$ cat config.mk
export PLATFORM = sky130hd
export DESIGN_NAME = intercal_alu_seq
export DESIGN_NICKNAME = d
export VERILOG_FILES = /design/src/rtl/intercal_pkg.sv /design/src/rtl/intercal_alu_seq.sv
export SDC_FILE = /design/constraint.sdc
export NUM_CORES = 1
export LEC_CHECK = 0
export CAP_MARGIN = 20
export CELL_PAD_IN_SITES_DETAIL_PLACEMENT = 1
export CELL_PAD_IN_SITES_GLOBAL_PLACEMENT = 1
export CORE_MARGIN = 5
export CORE_UTILIZATION = 30
export CTS_BUF_LIST = sky130_fd_sc_hd__clkbuf_2
export CTS_CLUSTER_DIAMETER = 150
export CTS_CLUSTER_SIZE = 14
export DETAILED_ROUTE_END_ITERATION = 8
export PLACE_DENSITY = 0.71
export SLEW_MARGIN = 20
export SYNTH_ARGS = -nofsm -noshare
export SYNTH_HDL_FRONTEND = slang
export SYNTH_SLANG_ARGS = --single-unit
$ cat constraint.sdc
create_clock -name clk -period 3 [get_ports clk]
set_input_delay 0.45 -clock clk [delete_from_list [all_inputs] [get_ports clk]]
set_output_delay 0.45 -clock clk [all_outputs]
set_load 0.02 [all_outputs]
$ cat src/rtl/intercal_pkg.sv
// Shared types and constants for the INTERCAL ALU byte sequencer.
package intercal_pkg;

    localparam int OPCODE_W      = 4;
    localparam int CMD_UNARY_BIT = 4;
    localparam int WORD_BYTES    = 4;

    // Byte counter value that marks the final (MSB) byte of a word.
    localparam logic [1:0] LAST_BYTE = 2'(WORD_BYTES - 1);

    typedef enum logic [2:0] {
        ST_IDLE   = 3'd0,
        ST_LOAD_A = 3'd1,
        ST_LOAD_B = 3'd2,
        ST_EXEC   = 3'd3,
        ST_SEND   = 3'd4
    } state_t;

endpackage

$ cat src/rtl/intercal_alu_seq.sv
// Byte-serial front end for an external combinational INTERCAL ALU:
// takes a command byte plus LSB-first operand bytes, captures the ALU
// result for one cycle, then streams it back LSB-first.
module intercal_alu_seq
    import intercal_pkg::*;
#(
    parameter bit UNARY_CLEARS_B = 1'b1
) (
    input  logic                clk,
    input  logic                rst,
    input  logic                in_valid,
    output logic                in_ready,
    input  logic [7:0]          in_data,
    output logic [OPCODE_W-1:0] alu_op,
    output logic [31:0]         alu_a,
    output logic [31:0]         alu_b,
    input  logic [31:0]         alu_f,
    output logic                out_valid,
    input  logic                out_ready,
    output logic [7:0]          out_data,
    output logic                out_last
);

    state_t      state;
    logic [1:0]  cnt;       // byte index within the word being loaded or sent
    logic        unary_q;
    logic [31:0] result_q;
    logic        run_q;     // holds in_ready low until the first edge after reset

    logic in_fire;
    logic out_fire;

    // Handshakes and stream outputs decode directly from registered state.
    assign in_ready  = run_q && (state == ST_IDLE || state == ST_LOAD_A || state == ST_LOAD_B);
    assign out_valid = (state == ST_SEND);
    assign out_data  = out_valid ? result_q[{cnt, 3'b000} +: 8] : 8'h00;
    assign out_last  = out_valid && (cnt == LAST_BYTE);
    assign in_fire   = in_valid && in_ready;
    assign out_fire  = out_valid && out_ready;

    // Sequencer FSM: command, operand A, optional operand B, execute, send.
    always_ff @(posedge clk or posedge rst) begin
        if (rst) begin
            state    <= ST_IDLE;
            cnt      <= 2'd0;
            unary_q  <= 1'b0;
            result_q <= '0;
            alu_op   <= '0;
            alu_a    <= '0;
            alu_b    <= '0;
            run_q    <= 1'b0;
        end else begin
            run_q <= 1'b1;
            case (state)
                ST_IDLE: begin
                    if (in_fire) begin
                        alu_op  <= in_data[OPCODE_W-1:0];
                        unary_q <= in_data[CMD_UNARY_BIT];
                        if (in_data[CMD_UNARY_BIT] && UNARY_CLEARS_B)
                            alu_b <= '0;
                        cnt   <= 2'd0;
                        state <= ST_LOAD_A;
                    end
                end
                ST_LOAD_A: begin
                    if (in_fire) begin
                        alu_a[{cnt, 3'b000} +: 8] <= in_data;
                        cnt <= cnt + 2'd1;
                        if (cnt == LAST_BYTE)
                            state <= unary_q ? ST_EXEC : ST_LOAD_B;
                    end
                end
                ST_LOAD_B: begin
                    if (in_fire) begin
                        alu_b[{cnt, 3'b000} +: 8] <= in_data;
                        cnt <= cnt + 2'd1;
                        if (cnt == LAST_BYTE)
                            state <= ST_EXEC;
                    end
                end
                ST_EXEC: begin
                    // Operands are stable registers here, so alu_f has settled.
                    result_q <= alu_f;
                    cnt      <= 2'd0;
                    state    <= ST_SEND;
                end
                ST_SEND: begin
                    if (out_fire) begin
                        cnt <= cnt + 2'd1;
                        if (cnt == LAST_BYTE)
                            state <= ST_IDLE;
                    end
                end
                default: state <= ST_IDLE;
            endcase
        end
    end

endmodule

Word level (Yosys, flattened, before mapping):

Index checks and enable logic that the tools add are counted.

* register bits: 107
* bits in latches: 0
* RAM bits: 0
* ROM bits: 0
* input port bits: 44
* output and inout port bits: 79
* logic and storage cells: 62
* memories: 0

* add/subtract/negate cells: 2
* multiply operators: 0
* divide/modulo/power cells: 0
* magnitude comparators: 0
* equal/unequal tests: 14
* shifts and indexed selects: 3
* mux-type cells: 20
* bitwise gates (word level): 0
* reductions and logical operators: 15

Operators by type and width (number)
* $mux 32: 3
* $bwmux 32: 2
* $pmux 32 s2: 1
* $shift 8x7->32 const A: 1
* $shiftx 32x6->8: 1
* $shiftx 8x7->32: 1
* $mux 3: 7
* $pmux 3 s5: 1
* $ne 2x1->1 const B: 5
* $mux 8: 1
* $ne 2x2->1 const B: 4
* $pmux 2 s4: 1
* $reduce_and 4->1: 2
* $neg 5->7: 1
* $reduce_and 7->1: 1
* $eq 3x2->1 const B: 2
* $mux 2: 3
* $logic_and 1x1->1: 4
* $reduce_and 2->1: 2
* $reduce_bool 4->1: 1
* $eq 3x1->1 const B: 1
* $eq 3x3->1 const B: 1
* $logic_not 3->1: 1
* $add 2x1->2 const B: 1
* other kinds (5): 6

Logic depth before layout (Yosys ltp):

* word-level depth: 7
* depth in mapped cells: 8
* mapped depth without buffers: 5

Least setup slack after synthesis:

OpenSTA, ideal clock, no wires.

* path type: flip-flop to flip-flop
* from: register cnt[1]
* to: register alu_b[10]
* setup time: 0.121 ns
* arrival: 2.019 ns
* data required time: 2.879 ns
* setup slack: 0.860 ns
* stages on the path, launching flop included: 9
* path buffers: 3
* period minus slack after synthesis: 2.140 ns
* cell sequence: dfrtp_1 clkbuf_1 inv_1 ha_1 and3b_1 buf_2 and4_4 buf_6 a22o_1

* cells in the longest elaborated chain, start to end: 5
* elaborated cells on any way between the ends: 6
* classes of those cells: add/sub: 1; shift: 2; mux: 3

Ends and longest elaborated chain
* start, declared: line intercal_alu_seq.sv:25 `logic [1:0] cnt;`
* start signal, assigned: line intercal_alu_seq.sv:68 `cnt <= cnt + 2'd1;`
* start signal, assigned: line intercal_alu_seq.sv:76 `cnt <= cnt + 2'd1;`
* start signal, assigned: line intercal_alu_seq.sv:89 `cnt <= cnt + 2'd1;`
* $neg 5->7 (*): line intercal_alu_seq.sv:75 `alu_b[{cnt, 3'b000} +: 8] <= in_data;`
* $shiftx 8x7->32 or $shift 8x7->32 (tied branches): line intercal_alu_seq.sv:75
* $bwmux 32 (*): line intercal_alu_seq.sv:75
* $mux 32 (*): line intercal_alu_seq.sv:74 `if (in_fire) begin`
* $pmux 32 s2 (*): line intercal_alu_seq.sv:54 `case (state)`
* end signal, assigned by index: line intercal_alu_seq.sv:75
* end, declared: line intercal_alu_seq.sv:16 `output logic [31:0] alu_b,`

Every way passes the cells marked *; elsewhere a longest branch is shown, timed or not. The select of a mux whose other input is x is not followed.
A chain may end at the register's enable or synchronous reset.

Final worst setup path:

* from: register cnt[0]
* to: output port out_data[2]

* cells in the longest elaborated chain, start to end: 2

Ends and longest elaborated chain
* $shiftx 32x6->8: line intercal_alu_seq.sv:36 `assign out_data = out_valid ? result_q[{cnt, 3'b000} +: 8] : 8'h00;`
* $mux 8: line intercal_alu_seq.sv:36
* end, declared: line intercal_alu_seq.sv:20 `output logic [7:0] out_data,`

No other way between the ends.

==> flow_metrics.tcl <==
set metrics [dict create \
    antenna_found_initial 0 \
    clock_path_buffers 2 \
    synth-seq-cells 107 \
    hold_violations 0 \
    synth.avg_cell_area_sq_um 13.1 \
    remaining_drc_errors 0 \
    wirelength_um 13200 \
    required_ns 2.55 \
    drt.antenna.violating_nets 0 \
    worst_pin_slew_ns 0.927 \
    nFillCells 1679 \
    cp_max_fo 9 \
    fp.coreArea_sq_um 15800 \
    dpl.hpwl_um 9730 \
    syn_to_final_growth_pct 34.7 \
    ctsRootBufferMaster "clkbuf_2" \
    fp.dieH_um 137 \
    viasPerCell 4.72 \
    maxSlewViolCount 0 \
    grt_util_all_layers 0.147 \
    n_antenna_cell 0 \
    finalPower_mw 5.05 \
    grt_pass1_vias 3789 \
    crit_path_start_kind "flop" \
    first_iter_violations 102 \
    power_switching_mw 1.86 \
    cts_buffers 9 \
    drive_gt1_frac 0.194 \
    fmax_ghz 0.359 \
    sw_frac_of_total 0.368 \
    power.share.sequential 0.447 \
    whs_ns 0.327 \
    die_w_um 137 \
    grt_overflow 0 \
    dieArea_sq_um 18700 \
    fin_area_sq_um 6490 \
    cts_tree "yes" \
    ctsHoldBuffers 0 \
    powerDensity_nw_per_um2 778 \
    setup_viol 0 \
    yosysTopAreaCellShare 0.556 \
    yosysSeqAreaShare 0.556 \
    rows 46 \
    hold_path_class "in2async" \
    pwr-share-comb 0.437 \
    fin_ws_ns 0.218 \
    status "finished, final reports clean" \
    ir_worst_vdd_uv 284 \
    syn_nets 418 \
    fin_skew_ns 0.0245 \
    crit_type "reg2out" \
    synth_area_leader_cell "dfrtp_1" \
    place_area_sq_um 6280 \
    pre_cts_ws_ns 0.434 \
    syn_area_sq_um 4820 \
    clock_latency_ns 0.60 \
    p_int_mw 3.19 \
    clock_power_share 0.117 \
    path_cells "buf_4 -> mux4_2 -> and2_1 -> dlygate4sd2_1" \
    grt_max_degree 108 \
    initial_utilization 0.304 \
    rsz0062_at_grt "false" \
    p_leak_nw 3.07 \
    fin_crit_sh 0.927 \
    netlist_instances 368 \
    grt_pass1_wl_um 21100 \
    tns_ns 0 \
    drv_cap 0 \
    period_minus_slack_ns 2.78 \
    max_stage_delay_ns 0.60 \
    arrival_ns 2.33 \
    synthDistinctLibCells 40 \
    fin_util 0.410 \
    avgRoutedWirePerCell_um 18.3 \
    cp-end-kind "output pin" \
    port_buffers 122 \
    slowest_stage "dfrtp_4" \
    place_inst 693 \
    first_pass_iters 4 \
    ios 123 \
    clk_pin_slew_worst_paths_ns 0.26 \
    synth.area.top_cells "dfrtp_1 56%, mux2i_1 7.1%, mux2_2 7.0%, a22o_1 5.8%, mux4_2 3.7%" \
    clock-sinks 107 \
    cts_max_level 3 \
    slew_headroom 0.381 \
    routed-via-count 3409 \
    nets 552 \
    yosys_warnings 0 \
    gp_congestion 0.770 \
    fin_cells 722 \
]
## synthesized netlist by cell type
cell	n
o211ai_1	2
mux2_1	7
o311ai_2	4
buf_6	3
mux4_2	8
a22o_1	32
mux2i_1	34
dfrtp_1	107
nand2_2	1
nand4_1	1
nand3_1	1
nor3b_4	2
and2_1	9
nand2_1	35
o21ai_0	1
conb_1	1
nand2b_1	2
nor2_1	1
o21ba_2	1
buf_2	6
mux2_2	30
and3b_1	2
nor3b_2	1
clkbuf_1	4
o2bb2ai_1	1
buf_1	8
and4_4	1
a2111oi_0	1
nor3b_1	1
nor2b_1	3
nand3_4	4
nand3b_1	1
and4_1	3
o21bai_1	1
a22oi_1	1
buf_4	3
xor2_1	1
inv_1	35
a21oi_1	3
ha_1	6
## layout by cell type, fill, tap and decap left out, types with 3 or more instances in the layout
master	count
a21oi_1	3
a22o_1	32
and2_1	9
and4_1	3
buf_4	24
clkbuf_2	9
clkdlybuf4s50_1	113
clkinv_2	3
dfrtp_1	102
dfrtp_2	4
dlymetal6s2s_1	7
ha_1	6
inv_1	34
mux2_1	7
mux2_2	30
mux2i_1	34
mux4_2	8
nand2_1	35
nand3_4	4
nor2b_1	3
o311ai_2	4
## layer usage
layer  routed length, um  share of wire  up-vias  track usage
met4                 131         0.0099        0       0.0325
met2                6430           0.49      117        0.247
met5                   0              0        -            0
li1                    -              -     1534            -
met1                5520           0.42     1745        0.176
met3                1110          0.084       13       0.0607
## what timing repair did
action | in CTS | in global routing
endpoints found under the setup margin | 9 | 7
resized for setup | 7 | 8
buffers inserted | 1 | 13
cloned | 0 | 0
## cells by family (layout without fill, tap and decap cells)
| kind of cell | count (synthesis) | in the layout | synth area share |
|---|---|---|---|
| other | 1 | 1 | 0.000778 |
| muxes | 79 | 79 | 0.194 |
| and+or+nand+nor | 68 | 68 | 0.0893 |
| adders and majority gates | 6 | 6 | 0.0156 |
| buffers and inverters | 59 | 197 | 0.0545 |
| DFF | 107 | 107 | 0.556 |
| xor gates and xnor gates | 1 | 1 | 0.00182 |
| AOI/OAI and AO/OA | 47 | 47 | 0.0878 |
## final cells by class
cell class / instances / area, sq um / area share
inverters: 35 / 135 / 0.0208
clock buffers: 9 / 45.0 / 0.00694
repair buffers: 147 / 1440 / 0.221
multi-input cells: 202 / 1880 / 0.289
clock inverters: 6 / 40.0 / 0.00617
well taps: 216 / 270 / 0.0416
flip-flops and latches: 107 / 2690 / 0.414
## worst max-delay path: cells and delay by family, from the launching register on
kind	cells	cell delay (ns)
muxes	1	0.49
and+or+nand+nor	1	0.18
buffers and inverters	2	0.47
DFF	1	0.60
## sequential cells by signal, indices dropped and copies added (netlist names)
name / cells
alu_a: 32
alu_b: 32
result_q: 32
alu_op: 4
state: 3
cnt: 2
run_q: 1
unary_q: 1
## power by group through the flow
stage | Combinational [mW] | Sequential (mW) | Clock [mW]
4_1_cts | 2.15 | 2.29 | 0.630
6_report | 2.21 | 2.26 | 0.589
3_3_place_gp | 2.06 | 2.29 | 0
2_1_floorplan | 1.13 | 2.41 | 0
5_1_grt | 2.40 | 2.32 | 0.681
3_5_place_dp | 2.13 | 2.31 | 0
## worst paths after layout
check	slack [ns]	start	endpoint	depth (start not counted)
hold reg to reg	0.51	state[2]	state[0]	1
setup reg to reg	0.82	cnt[0]	alu_b[29]	6
setup / recovery	0.22	cnt[0]	out_data[2]	4
hold / removal	0.33	rst	result_q[23]	3
min in group clk	0.41	alu_f[22]	result_q[22]	2
max in group asynchronous	2.25	rst	cnt[0]	3
Power figures use the tool's default switching activity.
